**config.mk**
```make
export PLATFORM = sky130hd
export DESIGN_NAME = calc_sequencer
export DESIGN_NICKNAME = d
export VERILOG_FILES = /design/src/rtl/calc_pkg.sv /design/src/rtl/calc_digit_acc.sv /design/src/rtl/calc_sequencer.sv
export SDC_FILE = /design/constraint.sdc
export NUM_CORES = 1
export LEC_CHECK = 0
export BUFFER_PORTS_ARGS = -buffer_cell sky130_fd_sc_hd__buf_2
export CAP_MARGIN = 20
export CORE_MARGIN = 4
export CORE_UTILIZATION = 54
export DETAILED_ROUTE_END_ITERATION = 10
export GPL_TIMING_DRIVEN = 0
export PLACE_DENSITY = 0.76
export SLEW_MARGIN = 20
export SYNTH_ARGS = -nofsm -noshare
export SYNTH_HDL_FRONTEND = slang
export SYNTH_SLANG_ARGS = --single-unit
```
**constraint.sdc**
```tcl
create_clock -name clk -period 9.3 [get_ports clk]
set_input_delay 0.465 -clock clk [delete_from_list [all_inputs] [get_ports clk]]
set_output_delay 0.465 -clock clk [all_outputs]
set_load 0.02 [all_outputs]
```
**src/rtl/calc_pkg.sv**
```systemverilog
// Shared key codes, FSM state type and default limits for the keypad adding calculator.
package calc_pkg;

  localparam logic [3:0] KEY_LAST_DIGIT = 4'd9;
  localparam logic [3:0] KEY_ADD        = 4'd10;
  localparam logic [3:0] KEY_EQUAL      = 4'd11;
  localparam logic [3:0] KEY_CLEAR      = 4'd12;

  localparam int MAX_RESULT_DEF = 9999;

  typedef enum logic [2:0] {
    ENTER_A,
    ENTER_B,
    WAIT_ADD,
    SHOW,
    ERROR
  } calc_state_t;

endpackage

```
**src/rtl/calc_digit_acc.sv**
```systemverilog
// Decimal operand accumulator: acc*10+d per digit key, saturating digit count,
// leading zeros not counted. clear together with load_digit restarts from the new digit.
module calc_digit_acc #(
  parameter int MAX_DIGITS = 3,
  parameter int RES_W      = 14
) (
  input  logic             clk,
  input  logic             rst_n,
  input  logic             clear,
  input  logic             load_digit,
  input  logic [3:0]       digit,
  output logic [RES_W-1:0] acc
);

  localparam int CNT_W = $clog2(MAX_DIGITS + 1);

  logic [RES_W-1:0] acc_reg;
  logic [CNT_W-1:0] count_reg;
  logic [RES_W-1:0] base_acc;
  logic [CNT_W-1:0] base_cnt;

  assign base_acc = clear ? '0 : acc_reg;
  assign base_cnt = clear ? '0 : count_reg;
  assign acc      = acc_reg;

  always_ff @(posedge clk) begin
    if (!rst_n) begin
      acc_reg   <= '0;
      count_reg <= '0;
    end else if (load_digit && (base_cnt < CNT_W'(MAX_DIGITS))) begin
      // a zero typed into an empty operand is a leading zero and does not use a slot
      if (base_acc == '0 && digit == 4'd0) begin
        acc_reg   <= '0;
        count_reg <= '0;
      end else begin
        acc_reg   <= (base_acc << 3) + (base_acc << 1) + RES_W'(digit);
        count_reg <= base_cnt + 1'b1;
      end
    end else if (clear) begin
      acc_reg   <= '0;
      count_reg <= '0;
    end
  end

endmodule

```
**src/rtl/calc_sequencer.sv**
```systemverilog
// Keypad calculator control FSM: builds operands, runs adder transactions, drives display.
// Optional adder watchdog compiled in with CALC_SEQ_TIMEOUT_EN.
module calc_sequencer
  import calc_pkg::*;
#(
  parameter int MAX_DIGITS     = 3,
  parameter int RES_W          = 14,
  parameter int MAX_RESULT     = MAX_RESULT_DEF,
  parameter int TIMEOUT_CYCLES = 255
) (
  input  logic             clk,
  input  logic             rst_n,
  input  logic [3:0]       key_code,
  input  logic             key_pulse,
  output logic             add_start,
  output logic [RES_W-1:0] add_a,
  output logic [RES_W-1:0] add_b,
  input  logic             add_done,
  input  logic [RES_W:0]   add_sum,
  output logic [RES_W-1:0] disp_value,
  output logic             disp_err,
  output logic             busy
);

  calc_state_t      state_reg;
  logic [RES_W-1:0] acc_a_reg, result_reg, add_a_reg, add_b_reg;
  logic             chain_reg, clear_pending_reg, add_start_reg, busy_reg, disp_err_reg;
  logic [RES_W-1:0] acc;

  logic key_valid, is_digit, is_add, is_equal, is_clear;
  logic in_wait, wait_exit, go_clear, sum_over, timeout;
  logic acc_clear, acc_load;

  assign key_valid = key_pulse && (key_code <= KEY_CLEAR);
  assign is_digit  = key_valid && (key_code <= KEY_LAST_DIGIT);
  assign is_add    = key_valid && (key_code == KEY_ADD);
  assign is_equal  = key_valid && (key_code == KEY_EQUAL);
  assign is_clear  = key_valid && (key_code == KEY_CLEAR);

  assign in_wait   = (state_reg == WAIT_ADD);
  assign wait_exit = in_wait && (add_done || timeout);
  assign sum_over  = add_sum > (RES_W + 1)'(MAX_RESULT);
  // a CLEAR during a transaction only takes effect once the adder answers or times out
  assign go_clear  = (!in_wait && is_clear) || (wait_exit && (clear_pending_reg || is_clear));

  assign acc_clear = go_clear || wait_exit
                   || (state_reg == ENTER_A && is_add)
                   || (state_reg == SHOW && (is_digit || is_add));
  assign acc_load  = is_digit && (state_reg == ENTER_A || state_reg == ENTER_B || state_reg == SHOW);

  calc_digit_acc #(
    .MAX_DIGITS(MAX_DIGITS),
    .RES_W     (RES_W)
  ) u_acc (
    .clk       (clk),
    .rst_n     (rst_n),
    .clear     (acc_clear),
    .load_digit(acc_load),
    .digit     (key_code),
    .acc       (acc)
  );

`ifdef CALC_SEQ_TIMEOUT_EN
  localparam int TMR_W = $clog2(TIMEOUT_CYCLES + 1);
  logic [TMR_W-1:0] timer_reg;

  assign timeout = in_wait && !add_done && (timer_reg == TMR_W'(TIMEOUT_CYCLES - 1));

  always_ff @(posedge clk) begin
    if (!rst_n || !in_wait) begin
      timer_reg <= '0;
    end else if (!add_done) begin
      timer_reg <= timer_reg + 1'b1;
    end
  end
`else
  logic unused_timeout_cfg;
  assign unused_timeout_cfg = |TIMEOUT_CYCLES;
  assign timeout = 1'b0;
`endif

  always_ff @(posedge clk) begin
    if (!rst_n || go_clear) begin
      state_reg         <= ENTER_A;
      acc_a_reg         <= '0;
      result_reg        <= '0;
      add_a_reg         <= '0;
      add_b_reg         <= '0;
      chain_reg         <= 1'b0;
      clear_pending_reg <= 1'b0;
      add_start_reg     <= 1'b0;
      busy_reg          <= 1'b0;
      disp_err_reg      <= 1'b0;
    end else begin
      add_start_reg <= 1'b0;
      case (state_reg)
        ENTER_A: begin
          if (is_add) begin
            acc_a_reg <= acc;
            state_reg <= ENTER_B;
          end else if (is_equal) begin
            result_reg <= acc;
            state_reg  <= SHOW;
          end
        end
        ENTER_B: begin
          if (is_add || is_equal) begin
            add_a_reg     <= acc_a_reg;
            add_b_reg     <= acc;
            chain_reg     <= is_add;
            add_start_reg <= 1'b1;
            busy_reg      <= 1'b1;
            state_reg     <= WAIT_ADD;
          end
        end
        WAIT_ADD: begin
          if (wait_exit) begin
            busy_reg          <= 1'b0;
            clear_pending_reg <= 1'b0;
            if (timeout || sum_over) begin
              disp_err_reg <= 1'b1;
              state_reg    <= ERROR;
            end else if (chain_reg) begin
              acc_a_reg <= add_sum[RES_W-1:0];
              state_reg <= ENTER_B;
            end else begin
              result_reg <= add_sum[RES_W-1:0];
              state_reg  <= SHOW;
            end
          end else if (is_clear) begin
            clear_pending_reg <= 1'b1;
          end
        end
        SHOW: begin
          if (is_digit) begin
            state_reg <= ENTER_A;
          end else if (is_add) begin
            acc_a_reg <= result_reg;
            state_reg <= ENTER_B;
          end
        end
        ERROR: ;
        default: state_reg <= ENTER_A;
      endcase
    end
  end

  always_comb begin
    disp_value = '0;
    case (state_reg)
      ENTER_A, ENTER_B: disp_value = acc;
      WAIT_ADD:         disp_value = acc_a_reg;
      SHOW:             disp_value = result_reg;
      default:          disp_value = '0;
    endcase
  end

  assign add_start = add_start_reg;
  assign add_a     = add_a_reg;
  assign add_b     = add_b_reg;
  assign busy      = busy_reg;
  assign disp_err  = disp_err_reg;

endmodule

```
==> run metrics <==
DRC Markers=0; DP Wirelength=10400 microns; pin count of the biggest net entering global routing=14; Slew @ Worst Pin=between 0.8 and 0.9 ns; setup total negative slack=0 ns; Yosys top cell area share=around a third; Num CTS Buffers=9; routability cong.=0.987; status=complete, no violations; CP startpoint=state_reg[0]; largest family of logic cells by synthesized area=simple AND/OR/NAND/NOR gates; Die Y=about 100 microns; synth cell count leaders=nand2_1 (114), dfxtp_1 (80), nor2_1 (67); die area=around 10000 sq um; YS warnings=0; slowest CP cell=a211oi_1; stages on the worst setup path=16; reg-to-reg endpoint=u_acc.acc[12]; Die X=~100 microns; syn avg cell area=just under 8 sq um; Pleak=0.00217 uW; Synth cell types=53; Ports=between 60 and 70; Root Driver=clkbuf_8; proportion of synthesized area in mux cells=under 10%; top-count cell post-synth=nand2_1; pwr dens=roughly 140 nW/um^2; DRT iter0 DRCs=a little over 300; row count=33; Setup CP Type=register to register; Compound-Gate Fraction of Synth Area=between 10% and 20%; routed length on met2=6840 microns; number of setup buffers added after CTS=0; FF-to-FF Start=state_reg[0]; WP data arrival=around 4.4 ns; FF-to-FF setup slack=approximately 5 ns; Power, Total=763 uW; # Max-Cap Violations=0; Tmin final=approximately 4.2 ns; clk_skew=0.0104 ns; P&R area growth vs syn=14.2%; R2R cell count=16; CP delay by family, top=compound AO/OA/AOI/OAI gates; Yosys top cell by area=dfxtp_1; clk_lat worst skew=0.36 ns; Hold WC Path Type=input pin to register; Pre-antenna DRT Iters=5; Worst Setup End Kind=register; antenna cells=0; via count=between 4000 and 5000; CP Buf/Inv Count=2; maximum vdd drop=roughly 0.089 mV; Setup-failing EPs final=0; top_reg_cell synth=dfxtp_1; Setup crit start kind=register; xor/xnor share of the synthesized area=under 10%; Routed Antenna Nets=0; Worst-path clk slew=around 0.090 ns; initial core utilization=between 50% and 60%; input/output buffers=between 60 and 70; Routed Wire Length=around 14000 microns; sequential fraction of the synthesis area=around a third; GRT overflow=0; Max Slew Vio Count=0; Finished Layout Cells=775; CTS tree=built; Final Cycle Share=between 40% and 50%; number of H-tree levels=3; vias in the first global route=4402; RSZ-0062 raised after global routing=false; Placed Cells incl. Taps=between 700 and 800; CP Max Fanout=10; total global-route track usage=about 28%; Worst EP required=9.54 ns; Post-Syn Area=4690 sq um; post-DR wirelength/cell=about 18 microns; vias per inst=~6; core area=8340 sq um; Clock Sinks=80; Post-synth EDFFs=0; fmax=roughly 240 MHz; metal3 WL=1030 microns; simple-gate share of the synthesized area=approximately 23%; Top Metal Used=met4; Rel. slew slack=44.7%; Gate Count Post-Synth=590; Synth Area in Adders=under 10%; initial antenna violation count=0; maximum root-to-sink buffer count=2; Final #Nets=slightly above 700; DRT met1 WL=between 5000 and 6000 microns; syn nets=637; final count of hold timing violations=0; critical path, cell by cell=buf_2, nand2_1, a211oi_1, a221oi_4, clkbuf_1, and2_1, ha_1, a31o_2, ha_1, nor2b_1, o21ai_0, nand2_1, a211oi_1, nor3_1, o31ai_1, a21boi_1; first-pass GRT wire length=approximately 22000 microns; post_cts resized=0; hold buffer count at cts=0; Synth area leaders=dfxtp_1 (34%), mux2i_1 (9.4%), nand2_1 (9.1%), ha_1 (6.1%), nor2_1 (5.4%); CP Capture Point=u_acc.acc[12]; Worst path max stage delay=0.49 ns; layout cells sized above 1=15.8%; Seq cells post-synth=80; Async SR Flop Fraction=0%
[cell families (layout without fill, tap and decap cells)]
kind of cell | count (synthesis) | count (layout)
simple gates | 240 | 240
fa+ha+maj | 24 | 24
flops | 80 | 80
buf+inv | 53 | 133
mux | 44 | 44
compound gates | 136 | 136
xor+xnor | 13 | 13
[layout make-up]
cell class / count / area, sq um
plain buffers: 45 / 223
clock buffers: 11 / 131
clock inverters: 5 / 81.3
fillers: 753 / 2990
inverters: 8 / 30.0
multi-input cells: 457 / 2840
flip-flops and latches: 80 / 1600
well taps: 105 / 131
repair buffers: 64 / 320
[power by group]
| part | switching, uW | leakage (uW) | total (uW) | internal (uW) |
|---|---|---|---|---|
| clock network | 131 | 0.000104 | 283 | 152 |
| logic | 75.2 | 0.00142 | 123 | 47.6 |
| registers | 9.27 | 0.000646 | 358 | 348 |
| total | 216 | 0.00217 | 763 | 547 |
[through the flow]
stage               util (%)  hold WS, ns  setup WS (ns)  instance area [sq um]
CTS                     64.2        0.378           5.15                   5350
finish                  64.2        0.389           5.11                   5350
global placement        61.6        0.439           5.17                   5140
floorplan                  -        0.444           5.66                   4690
detailed placement      61.6        0.445           5.08                   5140
global route            64.2        0.392           4.75                   5350
[worst register-to-register path, stage by stage, from the launching register on]
cell	delay [ns]
dfxtp_1	0.39
buf_2	0.30
nand2_1	0.08
a211oi_1	0.47
a221oi_4	0.14
clkbuf_1	0.24
and2_1	0.22
ha_1	0.20
a31o_2	0.22
ha_1	0.32
nor2b_1	0.15
o21ai_0	0.28
nand2_1	0.10
a211oi_1	0.49
nor3_1	0.10
o31ai_1	0.27
a21boi_1	0.10
[worst min path at each step]
| stage | startpoint | to | slack, ns | depth (start not counted) |
|---|---|---|---|---|
| final | add_sum[2] | result_reg[2] | 0.39 | 3 |
| after detailed placement | add_a[7] | add_a[7] | 0.45 | 2 |
| after CTS | add_sum[0] | result_reg[0] | 0.38 | 3 |
| after global routing | add_sum[0] | result_reg[0] | 0.39 | 3 |
| after floorplan | acc_a_reg[0] | add_a[0] | 0.44 | 2 |
| after global placement | add_a[7] | add_a[7] | 0.44 | 2 |
[cells in the final DEF, fill, tap and decap left out, types with 5 or more instances in the layout]
cell type / Yosys / final
dfxtp_1: 80 / 80
o21ai_0: 25 / 25
nor2_1: 67 / 67
buf_1: 5 / 5
clkbuf_1: 20 / 22
nor4_1: 5 / 5
nand2_1: 114 / 114
and2_1: 14 / 14
ha_1: 23 / 23
a311oi_1: 15 / 15
nor2b_1: 15 / 15
buf_2: 13 / 77
inv_1: 8 / 8
nor3_1: 7 / 7
xnor2_1: 10 / 10
mux2i_1: 44 / 44
clkbuf_8: 0 / 9
a22oi_1: 13 / 13
a211oi_1: 17 / 17
a21oi_1: 39 / 39
[per-layer routing]
layer,global-route usage [%],vias to the layer above
met3,4.13,35
met1,36.5,2209
met2,46.2,208
li1,-,2203
met5,0,-
met4,11.0,0
Power figures use the tool's default switching activity.
